<file path="src/rtl/pw_conv_sequencer.sv">
// Pointwise-convolution sequencer: for one spatial position, streams the Cin-deep
// activation/weight chunks into the MAC engine once per output channel and forwards each result.
module pw_conv_sequencer #(
    parameter int NUM_MACS     = 16,
    parameter int AADDR_W      = 5,
    parameter int WADDR_W      = 13,
    parameter int WAIT_TIMEOUT = 64
) (
    input  logic                  clock,
    input  logic                  reset,
    input  logic [9:0]            cfg_num_in_ch,
    input  logic [9:0]            cfg_num_out_ch,
    input  logic                  start,
    output logic                  busy,
    output logic                  done,
    output logic                  cfg_err,
    output logic                  act_rd_en,
    output logic [AADDR_W-1:0]    act_rd_addr,
    input  logic [NUM_MACS*8-1:0] act_rd_data,
    output logic                  wgt_rd_en,
    output logic [WADDR_W-1:0]    wgt_rd_addr,
    input  logic [NUM_MACS*8-1:0] wgt_rd_data,
    output logic                  eng_start_conv,
    output logic                  eng_clear,
    output logic                  eng_load_data,
    output logic [NUM_MACS*8-1:0] eng_activations,
    output logic [NUM_MACS*8-1:0] eng_weights,
    input  logic [31:0]           eng_result,
    input  logic                  eng_result_valid,
    output logic                  res_valid,
    input  logic                  res_ready,
    output logic [31:0]           res_data,
    output logic [9:0]            res_channel
);
    localparam int TMO_W = $clog2(WAIT_TIMEOUT + 1);

    typedef enum logic [2:0] {S_IDLE, S_ISSUE, S_FEED, S_WAIT, S_OUT, S_FIN} state_t;

    state_t             state_q;
    logic [9:0]         cin_q, cout_q, nch_q, oc_q, k_q;
    logic [WADDR_W-1:0] wgt_next_q;
    logic [TMO_W-1:0]   wait_cnt_q;
    logic               cfg_err_q, done_q, res_valid_q;
    logic               act_rd_en_q, wgt_rd_en_q, start_conv_q, clear_q, load_q;
    logic [AADDR_W-1:0] act_addr_q;
    logic [WADDR_W-1:0] wgt_addr_q;
    logic [31:0]        res_data_q;
    logic [9:0]         res_channel_q;

    logic               cfg_ok;
    logic [9:0]         nch_d;
    logic [15:0]        chunk_base;

    assign cfg_ok = (cfg_num_in_ch != 10'd0) && (cfg_num_in_ch <= 10'd320) &&
                    (cfg_num_out_ch != 10'd0) && (cfg_num_out_ch <= 10'd320);
    assign nch_d  = 10'((11'(cfg_num_in_ch) + 11'(NUM_MACS - 1)) / 11'(NUM_MACS));

    // Weight rows are consumed strictly in order (oc*NCH+k), so a running pointer
    // replaces the oc*NCH multiply.
    always_ff @(posedge clock) begin
        if (reset) begin
            state_q       <= S_IDLE;
            cin_q         <= '0;
            cout_q        <= '0;
            nch_q         <= '0;
            oc_q          <= '0;
            k_q           <= '0;
            wgt_next_q    <= '0;
            wait_cnt_q    <= '0;
            cfg_err_q     <= 1'b0;
            done_q        <= 1'b0;
            res_valid_q   <= 1'b0;
            act_rd_en_q   <= 1'b0;
            wgt_rd_en_q   <= 1'b0;
            start_conv_q  <= 1'b0;
            clear_q       <= 1'b0;
            load_q        <= 1'b0;
            act_addr_q    <= '0;
            wgt_addr_q    <= '0;
            res_data_q    <= '0;
            res_channel_q <= '0;
        end else begin
            clear_q      <= 1'b0;
            start_conv_q <= 1'b0;
            done_q       <= 1'b0;
            act_rd_en_q  <= 1'b0;
            wgt_rd_en_q  <= 1'b0;
            case (state_q)
                S_IDLE: begin
                    if (start) begin
                        cin_q  <= cfg_num_in_ch;
                        cout_q <= cfg_num_out_ch;
                        nch_q  <= nch_d;
                        oc_q   <= '0;
                        if (cfg_ok) begin
                            cfg_err_q    <= 1'b0;
                            state_q      <= S_ISSUE;
                            clear_q      <= 1'b1;
                            start_conv_q <= 1'b1;
                            act_rd_en_q  <= 1'b1;
                            act_addr_q   <= '0;
                            wgt_rd_en_q  <= 1'b1;
                            wgt_addr_q   <= '0;
                            wgt_next_q   <= WADDR_W'(1);
                        end else begin
                            cfg_err_q <= 1'b1;
                            done_q    <= 1'b1;
                            state_q   <= S_FIN;
                        end
                    end
                end
                S_ISSUE: begin
                    state_q <= S_FEED;
                    load_q  <= 1'b1;
                    k_q     <= '0;
                    if (nch_q > 10'd1) begin
                        act_rd_en_q <= 1'b1;
                        act_addr_q  <= AADDR_W'(1);
                        wgt_rd_en_q <= 1'b1;
                        wgt_addr_q  <= wgt_next_q;
                        wgt_next_q  <= wgt_next_q + WADDR_W'(1);
                    end
                end
                S_FEED: begin
                    if (k_q == nch_q - 10'd1) begin
                        load_q     <= 1'b0;
                        wait_cnt_q <= '0;
                        state_q    <= S_WAIT;
                    end else begin
                        k_q <= k_q + 10'd1;
                        // Prefetch one chunk ahead so read data lands in the next FEED cycle.
                        if (k_q + 10'd2 < nch_q) begin
                            act_rd_en_q <= 1'b1;
                            act_addr_q  <= AADDR_W'(k_q + 10'd2);
                            wgt_rd_en_q <= 1'b1;
                            wgt_addr_q  <= wgt_next_q;
                            wgt_next_q  <= wgt_next_q + WADDR_W'(1);
                        end
                    end
                end
                S_WAIT: begin
                    if (eng_result_valid) begin
                        res_data_q    <= eng_result;
                        res_channel_q <= oc_q;
                        res_valid_q   <= 1'b1;
                        state_q       <= S_OUT;
                    end else if (wait_cnt_q == TMO_W'(WAIT_TIMEOUT - 1)) begin
                        cfg_err_q <= 1'b1;
                        done_q    <= 1'b1;
                        state_q   <= S_FIN;
                    end else begin
                        wait_cnt_q <= wait_cnt_q + TMO_W'(1);
                    end
                end
                S_OUT: begin
                    if (res_ready) begin
                        res_valid_q <= 1'b0;
                        if (oc_q == cout_q - 10'd1) begin
                            done_q  <= 1'b1;
                            state_q <= S_FIN;
                        end else begin
                            oc_q         <= oc_q + 10'd1;
                            state_q      <= S_ISSUE;
                            clear_q      <= 1'b1;
                            start_conv_q <= 1'b1;
                            act_rd_en_q  <= 1'b1;
                            act_addr_q   <= '0;
                            wgt_rd_en_q  <= 1'b1;
                            wgt_addr_q   <= wgt_next_q;
                            wgt_next_q   <= wgt_next_q + WADDR_W'(1);
                        end
                    end
                end
                S_FIN: begin
                    state_q <= S_IDLE;
                end
                default: begin
                    state_q <= S_IDLE;
                end
            endcase
        end
    end

    // Read data arrives one cycle after the request, i.e. exactly in its FEED cycle;
    // lanes beyond Cin in the final chunk are forced to zero.
    always_comb begin
        eng_activations = '0;
        eng_weights     = '0;
        chunk_base      = 16'(k_q) * 16'(NUM_MACS);
        if (state_q == S_FEED) begin
            for (int i = 0; i < NUM_MACS; i++) begin
                if (chunk_base + 16'(i) < 16'(cin_q)) begin
                    eng_activations[8*i +: 8] = act_rd_data[8*i +: 8];
                    eng_weights[8*i +: 8]     = wgt_rd_data[8*i +: 8];
                end
            end
        end
    end

    assign busy           = (state_q != S_IDLE);
    assign done           = done_q;
    assign cfg_err        = cfg_err_q;
    assign act_rd_en      = act_rd_en_q;
    assign act_rd_addr    = act_addr_q;
    assign wgt_rd_en      = wgt_rd_en_q;
    assign wgt_rd_addr    = wgt_addr_q;
    assign eng_start_conv = start_conv_q;
    assign eng_clear      = clear_q;
    assign eng_load_data  = load_q;
    assign res_valid      = res_valid_q;
    assign res_data       = res_data_q;
    assign res_channel    = res_channel_q;

endmodule

</file>
<file path="config.mk">
export PLATFORM = sky130hd
export DESIGN_NAME = pw_conv_sequencer
export DESIGN_NICKNAME = d
export VERILOG_FILES = /design/src/rtl/pw_conv_sequencer.sv
export SDC_FILE = /design/constraint.sdc
export NUM_CORES = 1
export LEC_CHECK = 0
export ABC_AREA = 1
export CELL_PAD_IN_SITES_DETAIL_PLACEMENT = 1
export CELL_PAD_IN_SITES_GLOBAL_PLACEMENT = 2
export CORE_AREA = 2 2 249 251
export CTS_CLUSTER_SIZE = 28
export DETAILED_ROUTE_END_ITERATION = 8
export DIE_AREA = 0 0 251 253
export MAX_ROUTING_LAYER = met4
export PLACE_DENSITY_LB_ADDON = 0.1
export RECOVER_POWER = 25
export SYNTH_ARGS = -nofsm -noshare
export SYNTH_HDL_FRONTEND = slang
export SYNTH_SLANG_ARGS = --single-unit
</file>
<file path="constraint.sdc">
create_clock -name clock -period 7.6 [get_ports clock]
set_clock_uncertainty 0.05 [all_clocks]
set_input_delay 2.28 -clock clock [delete_from_list [all_inputs] [get_ports clock]]
set_output_delay 2.28 -clock clock [all_outputs]
set_load 0.01 [all_outputs]
</file>
### After elaboration in Yosys (flattened, before gate mapping)

Cells that the tools add are included.

* multiplexer cells: 101
* magnitude comparators: 20
* equal/unequal tests: 20
* reductions and logical operators: 23
* $add $sub $neg: 23

Operator list (count)
* $mux W128: 2
* $mux W8: 32
* $lt A15 B10 Y1: 15
* $mux W13: 14
* $add A14 B4 Y15 const B: 8
* $pmux W13 S4: 2
* $add A14 B3 Y15 const B: 4
* $mux W10: 4
* $pmux W10 S2: 2
* $mux W5: 7
* $add A14 B2 Y15 const B: 2
* $ne A2 B2 Y1 const B: 12
* $mux W3: 7
* $mux W7: 3
* $add A10 B1 Y10 const B: 2
* $eq A10 B10 Y1: 2
* $le A10 B9 Y1 const B: 2
* $pmux W5 S4: 1
* $reduce_bool A10 Y1: 2
* $mux W1: 19
* $reduce_and A4 Y1: 4
* $add A14 B1 Y15 const B: 1
* $pmux W3 S5: 1
* $lt A14 B10 Y1: 1
* other kinds (25): 38

* input port bits: 313
* register bits: 136

### Logic depth before layout (Yosys ltp)

* word-level depth: 7
* gate-level depth with buffers: 21

### Worst setup path after synthesis

No wires, ideal clock.

* path type: input port to output port
* from: in wgt_rd_data[10]
* to: out eng_weights[10]
* data required time: 5270 ps
* path buffers: 0
* cell stages on the path: 2
* slack: 2764 ps
* arrival: 2506 ps
* cells stage by stage: nand2_1 nor2_1

* cells in the longest elaborated chain, start to end: 2

Ends and longest elaborated chain
* from (decl): line 22 `input logic [NUM_MACS*8-1:0] wgt_rd_data,`
* $mux W8: line 192 `if (chunk_base + 16'(i) < 16'(cin_q)) begin`
* $mux W128: line 190 `if (state_q == S_FEED) begin`
* to (decl): line 27 `output logic [NUM_MACS*8-1:0] eng_weights,`

Every way passes these cells.

### Worst setup path in the final report

* from: reg k_q[5]
* to: out eng_weights[93]

* cells in the longest elaborated chain, start to end: 4

Ends and longest elaborated chain
* from (decl): line 40 `logic [9:0] cin_q, cout_q, nch_q, oc_q, k_q;`
* from (signal assigned): line 130 `k_q <= k_q + 10'd1;`
* $add A14 B4 Y15: line 192
* $lt A15 B10 Y1: line 192
* $mux W8: line 192
* $mux W128: line 190

Every way passes these cells.

==> impl_metrics.csv <==
group,metric,value,unit
routing,wl_met1,26200,um
setup_path,setup.worst_path.class,"flip-flop to primary output",
timing,fin_tns_setup,0,ps
cells_and_area,syn_to_final_growth,80.6,%
yosys,synth_commonest_cells,"497 x nand2_1, 449 x nor2_1, 136 x dfxtp_1",
clock_tree,cts_buffer_depth,2,
yosys,synth_cell_types,44,
timing,tightest_slew,2910,ps
clock_tree,cts_made_buffers,17,
yosys,ys_seq_area_share,28.2,%
power_and_ir_drop,power.leakage,6.88,nW
routing,post_drt_wl_per_cell,19.3,um
clock_tree,post_cts_resized,0,
cells_and_area,drive_gt1_share,3.94,%
routing,wl_met2,29300,um
yosys,syn_nets,2029,
clock_tree,cts.sinks,136,
global_route,grt_max_degree,132,
timing,max_freq,0.158,GHz
clock_tree,cts_tree,"done",
yosys,syn_avg_cell_area,5.69,sq um
clock_tree,clk-insertion-delay-late,440,ps
timing,slew_headroom,-94.2,%
clock_tree,clk_pin_slew,60,ps
floorplanning,core,61000,sq um
timing,fin_ws,1250,ps
routing,dr.pass1.iters,6,
clock_tree,ctsRootBufferMaster,"clkbuf_16",
routing,met3WireLength,3600,um
clock_tree,cts_hold_buf,0,
yosys,syn_area,9640,sq um
cells_and_area,fin_area,17400,sq um
placed_design,gp_congestion,1.02,
setup_path,path_cells,"ha_1 -> a21o_1 -> a311oi_4 -> nand2_4 -> inv_4 -> nand2_1 -> nor2_1 -> clkdlybuf4s50_1",
routing,ant_nets,0,
global_route,antenna_found_initial,15,
hold_path,hold_class,"flip-flop to flip-flop",
floorplanning,start_util,15.8,%
yosys,synth_top_area_cell,"dfxtp_1",
floorplanning,die_area,63500,sq um
yosys,synth_edf_count,0,
floorplanning,num_io_pins,638,
yosys,async_flop_share,0,%
timing,rsz0062_at_grt,"false",
routing,route.detailed.drc,0,
global_route,grt_pass1_vias,12953,
status,outcome,"finished with violations",
timing,post-route-min-period,6350,ps
floorplanning,rows,91,
routing,routed.top_layer,"met4",
routing,routed_wl,59700,um
global_route,grt_remaining_overflow,0,
timing,setup_viol,0,
yosys,yosysWarnings,0,
cells_and_area,nNetsFinal,2607,
setup_path,cp-end-kind,"primary output",
setup_path,arrival,4020,ps
setup_path,critPathMaxFanout,18,
timing,final.period_utilization,83.5,%
placed_design,place_hpwl,48000,um
clock_tree,cts.htree.levels,4,
timing,finalHoldViolCount,0,
yosys,yosys_register_bits,136,
routing,drtIter0Drc,614,
floorplanning,die_h,253,um
yosys,synth_most_common_cell,"nand2_1",
global_route,grt_first_pass_wirelength,87000,um
placed_design,pre_cts_ws,1520,ps
setup_path,crit_required,5270,ps
yosys,syn_inst,1694,
power_and_ir_drop,power_density,290,nW/um^2
global_route,track_usage,18.8,%
job,max_cap_violations,1,
yosys,ys_top_cells_by_area,"dfxtp_1 28%, nand2_1 19%, nor2_1 17%",
power_and_ir_drop,ir_worst_vdd,177,uV
placed_design,portBuffers,637,
yosys,synth_top_area_share,28.2,%
timing,slew_viol_final,54,
setup_path,critPathMaxStageDelay,610,ps
placed_design,dpl_cell_area,16700,sq um
clock_tree,postCtsSetupRepairBufs,0,
yosys,ys.flop_type,"dfxtp_1",
routing,vias_per_cell,4.12,
status,violations,"capacitance limit, slew limit",
setup_path,cp_slowest_cell,"dfxtp_1",
setup_path,worst_setup_path_start_kind,"flip-flop",
routing,num_vias,12739,
floorplanning,die_w,251,um
## per-layer routing
layer  GRT usage [%]  vias to the layer above
met2            31.8                      322
met1            22.2                     5940
met4            4.05                        0
met5               -                        -
li1                -                     6446
met3            5.14                       31
## where the power goes
group          switching, mW  internal, mW  leakage (nW)
Clock                  0.365         0.596         0.317
Sequential            0.0897         0.820          1.11
Combinational           2.06          1.11          5.46
## state kept, by name (all words and copies together), names as in the netlist, 3 cells and up
signal	count
wgt_next_q	13
act_rd_addr	5
cin_q	10
wait_cnt_q	7
state_q	3
oc_q	10
k_q	10
res_channel	10
nch_q	7
cout_q	10
wgt_rd_addr	13
res_data	32
## stage by stage
| stage | utilization (%) | cells | hold slack [ps] | power, mW |
|---|---|---|---|---|
| 2_1_floorplan | - | 1694 | 385 | 2.66 |
| 3_3_place_gp | 27.4 | 3043 | 409 | 4.16 |
| 3_5_place_dp | 27.4 | 3043 | 417 | 4.20 |
| 4_1_cts | 28.5 | 3075 | 426 | 5.20 |
| 5_1_grt | 28.5 | 3087 | 446 | 5.47 |
| 6_report | 28.5 | 3089 | 412 | 5.04 |
## logic make-up (layout without fill, tap and decap cells)
logic type / Yosys count / count (layout) / synth area share, %
buf+inv: 226 / 817 / 9.50
flops: 136 / 136 / 28.2
compound gates: 205 / 205 / 12.0
simple gates: 1074 / 1074 / 44.5
fa+ha+maj: 22 / 22 / 2.86
other cells: 0 / 14 / 0
xor+xnor: 31 / 31 / 2.82
## cell usage in the layout, fill, tap and decap left out, types with 22 or more instances in the layout
master / synthesis / final
a21oi_1: 89 / 88
clkdlybuf4s50_1: 0 / 568
dfxtp_1: 136 / 136
dlygate4sd3_1: 0 / 68
ha_1: 22 / 22
inv_1: 124 / 123
nand2_1: 497 / 497
nand3_1: 57 / 57
nand4_1: 32 / 32
nor2_1: 449 / 448
o21ai_0: 82 / 82
xor2_1: 26 / 26
## final timing paths
check,end,slack [ps],depth (start not counted),startpoint
setup / recovery,eng_weights[93],1250,8,k_q[5]$_SDFFE_PP0P_
hold / removal,wgt_rd_addr[8]$_SDFFE_PP0P_,410,2,wgt_rd_addr[8]$_SDFFE_PP0P_
setup reg to reg,act_rd_addr[3]$_SDFFE_PP0P_,3630,20,k_q[1]$_SDFFE_PP0P_
hold reg to reg,wgt_rd_addr[8]$_SDFFE_PP0P_,410,2,wgt_rd_addr[8]$_SDFFE_PP0P_
## final cells by class
class / count / area (sq um)
Sequential cell: 136 / 2720
Fill cell: 7551 / 43600
Tap cell: 790 / 988
Timing Repair Buffer: 650 / 6470
Antenna cell: 14 / 35.0
Clock inverter: 13 / 216
Inverter: 135 / 514
Multi-Input combinational cell: 1332 / 6010
Clock buffer: 19 / 443
## worst max-delay path: cells and delay by family (launching register included)
kind                       cells  cell delay (ps)
AOI/OAI and AO/OA              2              650
DFF                            1              610
adders and majority gates      1              370
and+or+nand+nor                3             1100
buffers and inverters          2              830
No activity file was read; power rests on OpenSTA's default activity.
